**src/rtl/tlb_ctrl.sv**
```systemverilog
// TLB management controller: sequences SRCH/RD/WR/FILL/INV requests over a 3-state FSM.
// Optional build macro TLB_FILL_LFSR_EN selects an LFSR fill index instead of a round-robin counter.
module tlb_ctrl (
    input  logic        clk,
    input  logic        reset,
    input  logic        req_valid,
    output logic        req_ready,
    input  logic [2:0]  req_op,
    input  logic [4:0]  req_inv_op,
    input  logic [9:0]  req_asid,
    input  logic [31:0] req_va,
    input  logic [31:0] csr_tlbidx,
    input  logic [18:0] csr_tlbehi_vppn,
    input  logic [31:0] csr_tlbelo0,
    input  logic [31:0] csr_tlbelo1,
    input  logic [9:0]  csr_asid,
    output logic [18:0] tlb_s_vppn,
    output logic        tlb_s_va_bit12,
    output logic [9:0]  tlb_s_asid,
    input  logic        tlb_s_found,
    input  logic [3:0]  tlb_s_index,
    output logic        tlb_we,
    output logic [3:0]  tlb_w_index,
    output logic [88:0] tlb_w_entry,
    output logic [3:0]  tlb_r_index,
    input  logic [88:0] tlb_r_entry,
    output logic        tlb_inv_valid,
    output logic [4:0]  tlb_inv_op,
    output logic        resp_valid,
    output logic [2:0]  resp_op,
    output logic        resp_ne,
    output logic [3:0]  resp_index,
    output logic [88:0] resp_entry,
    output logic        resp_err
);
    typedef enum logic [1:0] {ST_IDLE = 2'd0, ST_EXEC = 2'd1, ST_RESP = 2'd2} state_t;

    localparam logic [2:0] OP_SRCH = 3'd0;
    localparam logic [2:0] OP_RD   = 3'd1;
    localparam logic [2:0] OP_WR   = 3'd2;
    localparam logic [2:0] OP_FILL = 3'd3;
    localparam logic [2:0] OP_INV  = 3'd4;

    function automatic logic [88:0] pack_entry(input logic e, input logic [18:0] vppn,
                                               input logic [5:0] ps, input logic [9:0] asid,
                                               input logic [27:0] lo0, input logic [27:0] lo1);
        return {e, vppn, ps, asid, lo0[6] & lo1[6],
                lo0[27:8], lo0[3:2], lo0[5:4], lo0[1], lo0[0],
                lo1[27:8], lo1[3:2], lo1[5:4], lo1[1], lo1[0]};
    endfunction

    state_t        state_r, state_nxt_s;
    logic [2:0]    op_r;
    logic [4:0]    inv_op_r;
    logic [9:0]    asid_r, cur_asid_r;
    logic [19:0]   va_hi_r;
    logic [3:0]    idx_r, fill_idx_r;
    logic [18:0]   vppn_r;
    logic [88:0]   wentry_r;
    logic          res_ne_s, res_err_s;
    logic [3:0]    res_index_s;
    logic [88:0]   res_entry_s;

    assign req_ready = (state_r == ST_IDLE);

    // State register, request/CSR capture and registered response
    always_ff @(posedge clk) begin
        if (reset) begin
            state_r    <= ST_IDLE;
            op_r       <= 3'd0;
            inv_op_r   <= 5'd0;
            asid_r     <= 10'd0;
            cur_asid_r <= 10'd0;
            va_hi_r    <= 20'd0;
            idx_r      <= 4'd0;
            vppn_r     <= 19'd0;
            wentry_r   <= 89'd0;
            resp_valid <= 1'b0;
            resp_op    <= 3'd0;
            resp_ne    <= 1'b0;
            resp_index <= 4'd0;
            resp_entry <= 89'd0;
            resp_err   <= 1'b0;
        end else begin
            state_r <= state_nxt_s;
            if (state_r == ST_IDLE && req_valid) begin
                op_r       <= req_op;
                inv_op_r   <= req_inv_op;
                asid_r     <= req_asid;
                cur_asid_r <= csr_asid;
                va_hi_r    <= req_va[31:12];
                idx_r      <= csr_tlbidx[3:0];
                vppn_r     <= csr_tlbehi_vppn;
                wentry_r   <= pack_entry(~csr_tlbidx[31], csr_tlbehi_vppn, csr_tlbidx[29:24],
                                         csr_asid, csr_tlbelo0[27:0], csr_tlbelo1[27:0]);
            end
            if (state_r == ST_EXEC) begin
                resp_valid <= 1'b1;
                resp_op    <= op_r;
                resp_ne    <= res_ne_s;
                resp_index <= res_index_s;
                resp_entry <= res_entry_s;
                resp_err   <= res_err_s;
            end else begin
                resp_valid <= 1'b0;
            end
        end
    end

`ifdef TLB_FILL_LFSR_EN
    // Free-running x^4+x^3+1 LFSR supplying the fill index
    always_ff @(posedge clk) begin
        if (reset) begin
            fill_idx_r <= 4'b0001;
        end else begin
            fill_idx_r <= {fill_idx_r[2:0], fill_idx_r[3] ^ fill_idx_r[2]};
        end
    end
`else
    // Round-robin fill index, advanced once per executed FILL
    always_ff @(posedge clk) begin
        if (reset) begin
            fill_idx_r <= 4'd0;
        end else if (state_r == ST_EXEC && op_r == OP_FILL) begin
            fill_idx_r <= fill_idx_r + 4'd1;
        end else begin
            fill_idx_r <= fill_idx_r;
        end
    end
`endif

    // Next-state logic, EXEC-cycle TLB strobes and result computation
    always_comb begin
        state_nxt_s    = state_r;
        tlb_s_vppn     = 19'd0;
        tlb_s_va_bit12 = 1'b0;
        tlb_s_asid     = 10'd0;
        tlb_we         = 1'b0;
        tlb_w_index    = 4'd0;
        tlb_w_entry    = 89'd0;
        tlb_r_index    = 4'd0;
        tlb_inv_valid  = 1'b0;
        tlb_inv_op     = 5'd0;
        res_ne_s       = 1'b0;
        res_err_s      = 1'b0;
        res_index_s    = 4'd0;
        res_entry_s    = 89'd0;
        case (state_r)
            ST_IDLE: begin
                if (req_valid) begin
                    state_nxt_s = ST_EXEC;
                end else begin
                    state_nxt_s = ST_IDLE;
                end
            end
            ST_EXEC: begin
                state_nxt_s = ST_RESP;
                // Strobes are gated by reset so an aborted request never touches the TLB
                case (op_r)
                    OP_SRCH: begin
                        tlb_s_vppn = vppn_r;
                        tlb_s_asid = cur_asid_r;
                        if (tlb_s_found) begin
                            res_index_s = tlb_s_index;
                        end else begin
                            res_ne_s    = 1'b1;
                            res_index_s = idx_r;
                        end
                    end
                    OP_RD: begin
                        tlb_r_index = idx_r;
                        res_index_s = idx_r;
                        if (tlb_r_entry[88]) begin
                            res_entry_s = tlb_r_entry;
                        end else begin
                            res_ne_s = 1'b1;
                        end
                    end
                    OP_WR: begin
                        tlb_we      = ~reset;
                        tlb_w_index = idx_r;
                        tlb_w_entry = wentry_r;
                        res_index_s = idx_r;
                    end
                    OP_FILL: begin
                        tlb_we      = ~reset;
                        tlb_w_index = fill_idx_r;
                        tlb_w_entry = wentry_r;
                        res_index_s = fill_idx_r;
                    end
                    OP_INV: begin
                        tlb_s_vppn     = va_hi_r[19:1];
                        tlb_s_va_bit12 = va_hi_r[0];
                        tlb_s_asid     = asid_r;
                        if (inv_op_r <= 5'd6) begin
                            tlb_inv_valid = ~reset;
                            tlb_inv_op    = inv_op_r;
                        end else begin
                            res_err_s = 1'b1;
                        end
                    end
                    default: res_err_s = 1'b1;
                endcase
            end
            ST_RESP: state_nxt_s = ST_IDLE;
            default: state_nxt_s = ST_IDLE;
        endcase
    end
endmodule

```
**config.mk**
```make
export PLATFORM = sky130hd
export DESIGN_NAME = tlb_ctrl
export DESIGN_NICKNAME = d
export VERILOG_FILES = /design/src/rtl/tlb_ctrl.sv
export SDC_FILE = /design/constraint.sdc
export NUM_CORES = 1
export LEC_CHECK = 0
export ABC_AREA = 1
export CAP_MARGIN = 20
export CORE_AREA = 2 2 198 200
export CTS_CLUSTER_DIAMETER = 30
export DETAILED_ROUTE_END_ITERATION = 6
export DIE_AREA = 0 0 200 202
export PLACE_DENSITY = 0.53
export SLEW_MARGIN = 15
export SYNTH_ARGS = -nofsm -noshare
export SYNTH_HDL_FRONTEND = slang
export SYNTH_SLANG_ARGS = --single-unit
```
**constraint.sdc**
```tcl
create_clock -name clk -period 3.5 [get_ports clk]
set_clock_uncertainty 0.1 [all_clocks]
set_input_delay 0.7 -clock clk [delete_from_list [all_inputs] [get_ports clk]]
set_output_delay 0.7 -clock clk [all_outputs]
set_load 0.02 [all_outputs]
```
; After elaboration in Yosys (flattened, before gate mapping)
; Cells that the tools add are included.
[word_totals]
reg_bits = 265
word_cells = 65
[classes]
add_sub_neg = 1
n_lt_le_gt_ge = 1
n_eq_ne = 5
muxes = 32
bitwise = 3
n_reduce_logical = 7
[op_table]
columns = operator, n
row1 = 2-to-1 mux 89 bit, 4
row2 = case mux 19 bit (2 select lines), 1
row3 = case mux 10 bit (2 select lines), 1
row4 = 2-to-1 mux 19 bit, 1
row5 = 2-to-1 mux 4 bit, 4
row6 = 2-to-1 mux 5 bit, 3
row7 = 2-to-1 mux 1 bit, 12
row8 = case mux 4 bit (3 select lines), 1
row9 = 2-to-1 mux 10 bit, 1
row10 = case mux 4 bit (2 select lines), 1
row11 = equality test 3 x 2 -> 1 bit (second input constant), 2
row12 = <= comparator 5 x 3 -> 1 bit (second input constant), 1
row13 = adder 4 x 1 -> 4 bit (second input constant), 1
row14 = case mux 1 bit (2 select lines), 2
row15 = case mux 2 bit (2 select lines), 1
row16 = OR reduction 2 bit, 2
row17 = OR reduction 4 bit, 1
row18 = equality test 3 x 1 -> 1 bit (second input constant), 1
row19 = equality test 3 bit (second input constant), 1
row20 = logical NOT 3 bit, 1
row21 = equality test 2 x 1 -> 1 bit (second input constant), 1
row22 = logical AND 1 bit, 2
row23 = logical NOT 2 bit, 1
row24 = NOT 1 bit, 2
row25 = bitwise AND 1 bit, 1

; Depth between registers and ports, before layout
[logic_depth]
ltp_word = 4
mapped_depth = 8
mapped_depth_nobuf = 8

; Worst setup path before layout
; No wires, ideal clock.
[synth_timing]
path_type = reg-to-output
startpoint = register resp_valid (netlist name)
endpoint = output tlb_s_asid[5]
arrival_ns = 1.614
required_ns = 2.700
slack_ns = 1.086
stages_incl_launch_ff = 6
path_buffers = 2
cell_sequence = dfxtp_1 > nor2_4 > inv_2 > buf_2 > clkbuf_1 > o32ai_1
[synth_lines]
columns = element, line_no
row1 = to (decl), 19  ; output logic [9:0] tlb_s_asid,

; Worst setup path in the final report
[layout_timing]
startpoint = register state_r[0]
endpoint = output tlb_s_asid[9]
[layout_via]
elab_chain_len = 2
[layout_rtl]
columns = element, line_no
row1 = from (decl), 52  ; state_t state_r, state_nxt_s;
row2 = from (signal assigned), 85  ; state_r <= state_nxt_s;
row3 = equality test 2 x 1 -> 1 bit, 148  ; case (state_r)
row4 = 2-to-1 mux 10 bit, 148
; Every way passes these cells.

==> out/qor.csv <==
metric,value,unit
outcome,completed,
drive_gt1_frac,0.0766,
die_w,200,µm
grt_max_degree,195,
die_h,202,µm
arrival,2510,ps
cts-root-buf,clkbuf_16,
yosysTopAreaCellShare,0.502,
ioPinCount,506,
die_area,0.0404,mm²
ys_types,26,
clock_sinks,235,
leakagePower,6.03,nW
start_util,0.245,
syn_area,0.00937,mm²
min_path_cells,2,
synth-seq-cells,235,
areaGrowthSynthToFinish,78.5,%
yosys.area.top_type,dfxtp_1,
finalWirelength,37800,µm
crit_top_cell,buf_12,
synth_area_per_cell,7.24,µm²
fill_cells,3853,
crit_required,2700,ps
drc,0,
finalNetCount,2014,
cts_tree,yes,
core,0.0383,mm²
drtPass1Iterations,6,
ant_nets,0,
critPathCaptureType,output pin,
rsz0062_at_grt,false,
setup_viol,0,
max_freq,302,MHz
min_path_type,register to register,
fin_crit_sh,0.946,
grt_pass1_wl,56900,µm
crit_type,register to output pin,
clk_latency,560,ps
grtUsageTotal,0.182,
peakVddDrop,0.329,mV
setup_ws,188,ps
fp-row-count,72,
cp_slowest_cell,clkdlybuf4s50_1,
numCtsBuffers,70,
slowest_delay,660,ps
path_max_fanout,68,
diodes,0,
grt_pass1_vias,10000,
clockBufferDepth,3,
antenna_found_initial,2,
synth_area_leaders,"dfxtp_1, nand2_1, a21oi_1",
gp_congestion,0.785,
synth_warnings,0,
detailed_place_hpwl,25500,µm
synthCells,1295,
ctsHtreeMaxLevel,3,
drtIter0Drc,476,
via_count,10200,
hold_viol_final,0,
clkSlewWorstSetupHoldPaths,40,ps
hold_buffers,0,
drv_slew,0,
cap_viol_max_count,0,
tightest_slew,899,ps
grt_overflow_total,0,
slew_headroom,0.401,
routedWlPerCell,16.4,µm
viasPerCell,4.41,
yosysSeqAreaShare,0.502,
worstRegToRegCells,10,
pwr_density_cell,592,mW/mm²
cp-start-kind,register,
dp_slack,581,ps
cp_cell_sequence,inv_2 > nor2_4 > buf_12 > buf_12 > nand2_1 > o22ai_1 > clkdlybuf4s50_1,
tns,0,ps
period_minus_slack,3310,ps
portBuffers,460,
==> repair_timing <==
action                                  4_1_cts  5_1_grt
gates cloned                                  0        0
setup buffers                                 0        2
endpoints found under the setup margin        2       11
gates resized for setup                       2        3
pin swaps                                     0        1
==> state kept, by name (all words and copies together), names as in the netlist, 3 cells and up <==
signal,flops
fill_idx_r,4
resp_op,3
idx_r,4
resp_index,4
vppn_r,18
op_r,3
resp_entry,89
asid_r,10
cur_asid_r,9
wentry_r,62
inv_op_r,5
va_hi_r,20
==> Yosys cell counts <==
cell / n
nand3_1: 13
clkinv_1: 1
clkbuf_1: 57
nand2_2: 3
dfxtp_1: 235
o21ai_0: 139
buf_4: 4
ha_1: 1
or2_2: 1
conb_1: 1
buf_2: 28
nor3_1: 30
o31ai_1: 1
buf_6: 1
a21oi_1: 162
nor2_1: 214
inv_1: 67
nor2_4: 2
o32ai_1: 28
xnor2_1: 1
buf_1: 14
inv_2: 4
nand2_1: 281
and3_1: 1
o22ai_1: 5
nor2_2: 1
==> cells in the final DEF, fill, tap and decap left out, types with 3 or more instances in the layout <==
cell type        Yosys  layout
clkdlybuf4s50_1      0     455
bufinv_16            0       6
inv_2                4       3
clkbuf_1            57      15
nand3_1             13      13
buf_4                4      10
o32ai_1             28      28
inv_6                0       4
dfxtp_1            235     235
inv_1               67      67
o21ai_0            139     139
clkinv_2             0      10
nand2_1            281     280
buf_12               0       9
nor3_1              30      30
a21oi_1            162     162
nor2_1             214     213
o22ai_1              5       5
clkbuf_8             0      11
clkbuf_16            0      72
==> final cells by class <==
cell class | count | area [µm²] | area share
Clock buffer | 98 | 2010 | 0.120
Tap cell | 518 | 648 | 0.0387
Multi-Input combinational cell | 885 | 3970 | 0.237
Timing Repair Buffer | 477 | 4840 | 0.289
Clock inverter | 21 | 283 | 0.0169
Sequential cell | 235 | 4700 | 0.281
Inverter | 72 | 277 | 0.0165
==> worst max-delay path, delay by kind of cell (launching register included) <==
kind | cells | cell delay [ps]
AO/OA/AOI/OAI | 1 | 170
buffers and inverters | 4 | 1100
flip-flops | 1 | 330
AND/OR/NAND/NOR | 2 | 260
==> power breakdown <==
part	switching (W)	leakage (nW)	total, W	internal, W
combinational	0.000489	2.98	0.000908	0.000419
sequential	0.0000618	1.93	0.00290	0.00283
clock	0.00174	1.12	0.00610	0.00436
total	0.00229	6.03	0.00990	0.00762
==> final timing paths <==
kind | slack (ps) | end | startpoint
worst max-delay path | 190 | tlb_s_asid[9] | state_r[0]
worst min-delay path | 350 | asid_r[0] | asid_r[0]
worst max register to register | 1530 | resp_entry[45] | state_r[0]
worst min register to register | 350 | asid_r[0] | asid_r[0]
==> metal layers <==
metal / up-vias / wire length [µm] / share of wire / track usage
li1: 5120 / - / - / -
met1: 4616 / 15000 / 0.40 / 0.201
met2: 353 / 18000 / 0.48 / 0.306
met3: 68 / 3720 / 0.098 / 0.0808
met4: 4 / 1090 / 0.029 / 0.0709
met5: - / 26 / 0.00069 / 0
==> cell families after synthesis <==
kind of cell	share of synthesized area
and+or+nand+nor	0.228
AOI/OAI and AO/OA	0.191
DFF	0.502
buffers and inverters	0.0766
xor gates and xnor gates	0.000935
adders and majority gates	0.00133
other	0.000400
==> metrics by stage <==
stage | utilization | area [µm²] | hold WS, ps | total power (W) | cells
2_1_floorplan | - | 9380 | 330 | 0.00337 | 1296
3_3_place_gp | 0.376 | 14400 | 340 | 0.00384 | 2185
3_5_place_dp | 0.376 | 14400 | 346 | 0.00385 | 2185
4_1_cts | 0.436 | 16700 | 352 | 0.0101 | 2304
5_1_grt | 0.437 | 16700 | 366 | 0.0103 | 2306
6_report | 0.437 | 16700 | 348 | 0.00990 | 2306
No activity file was read; power rests on OpenSTA's default activity.
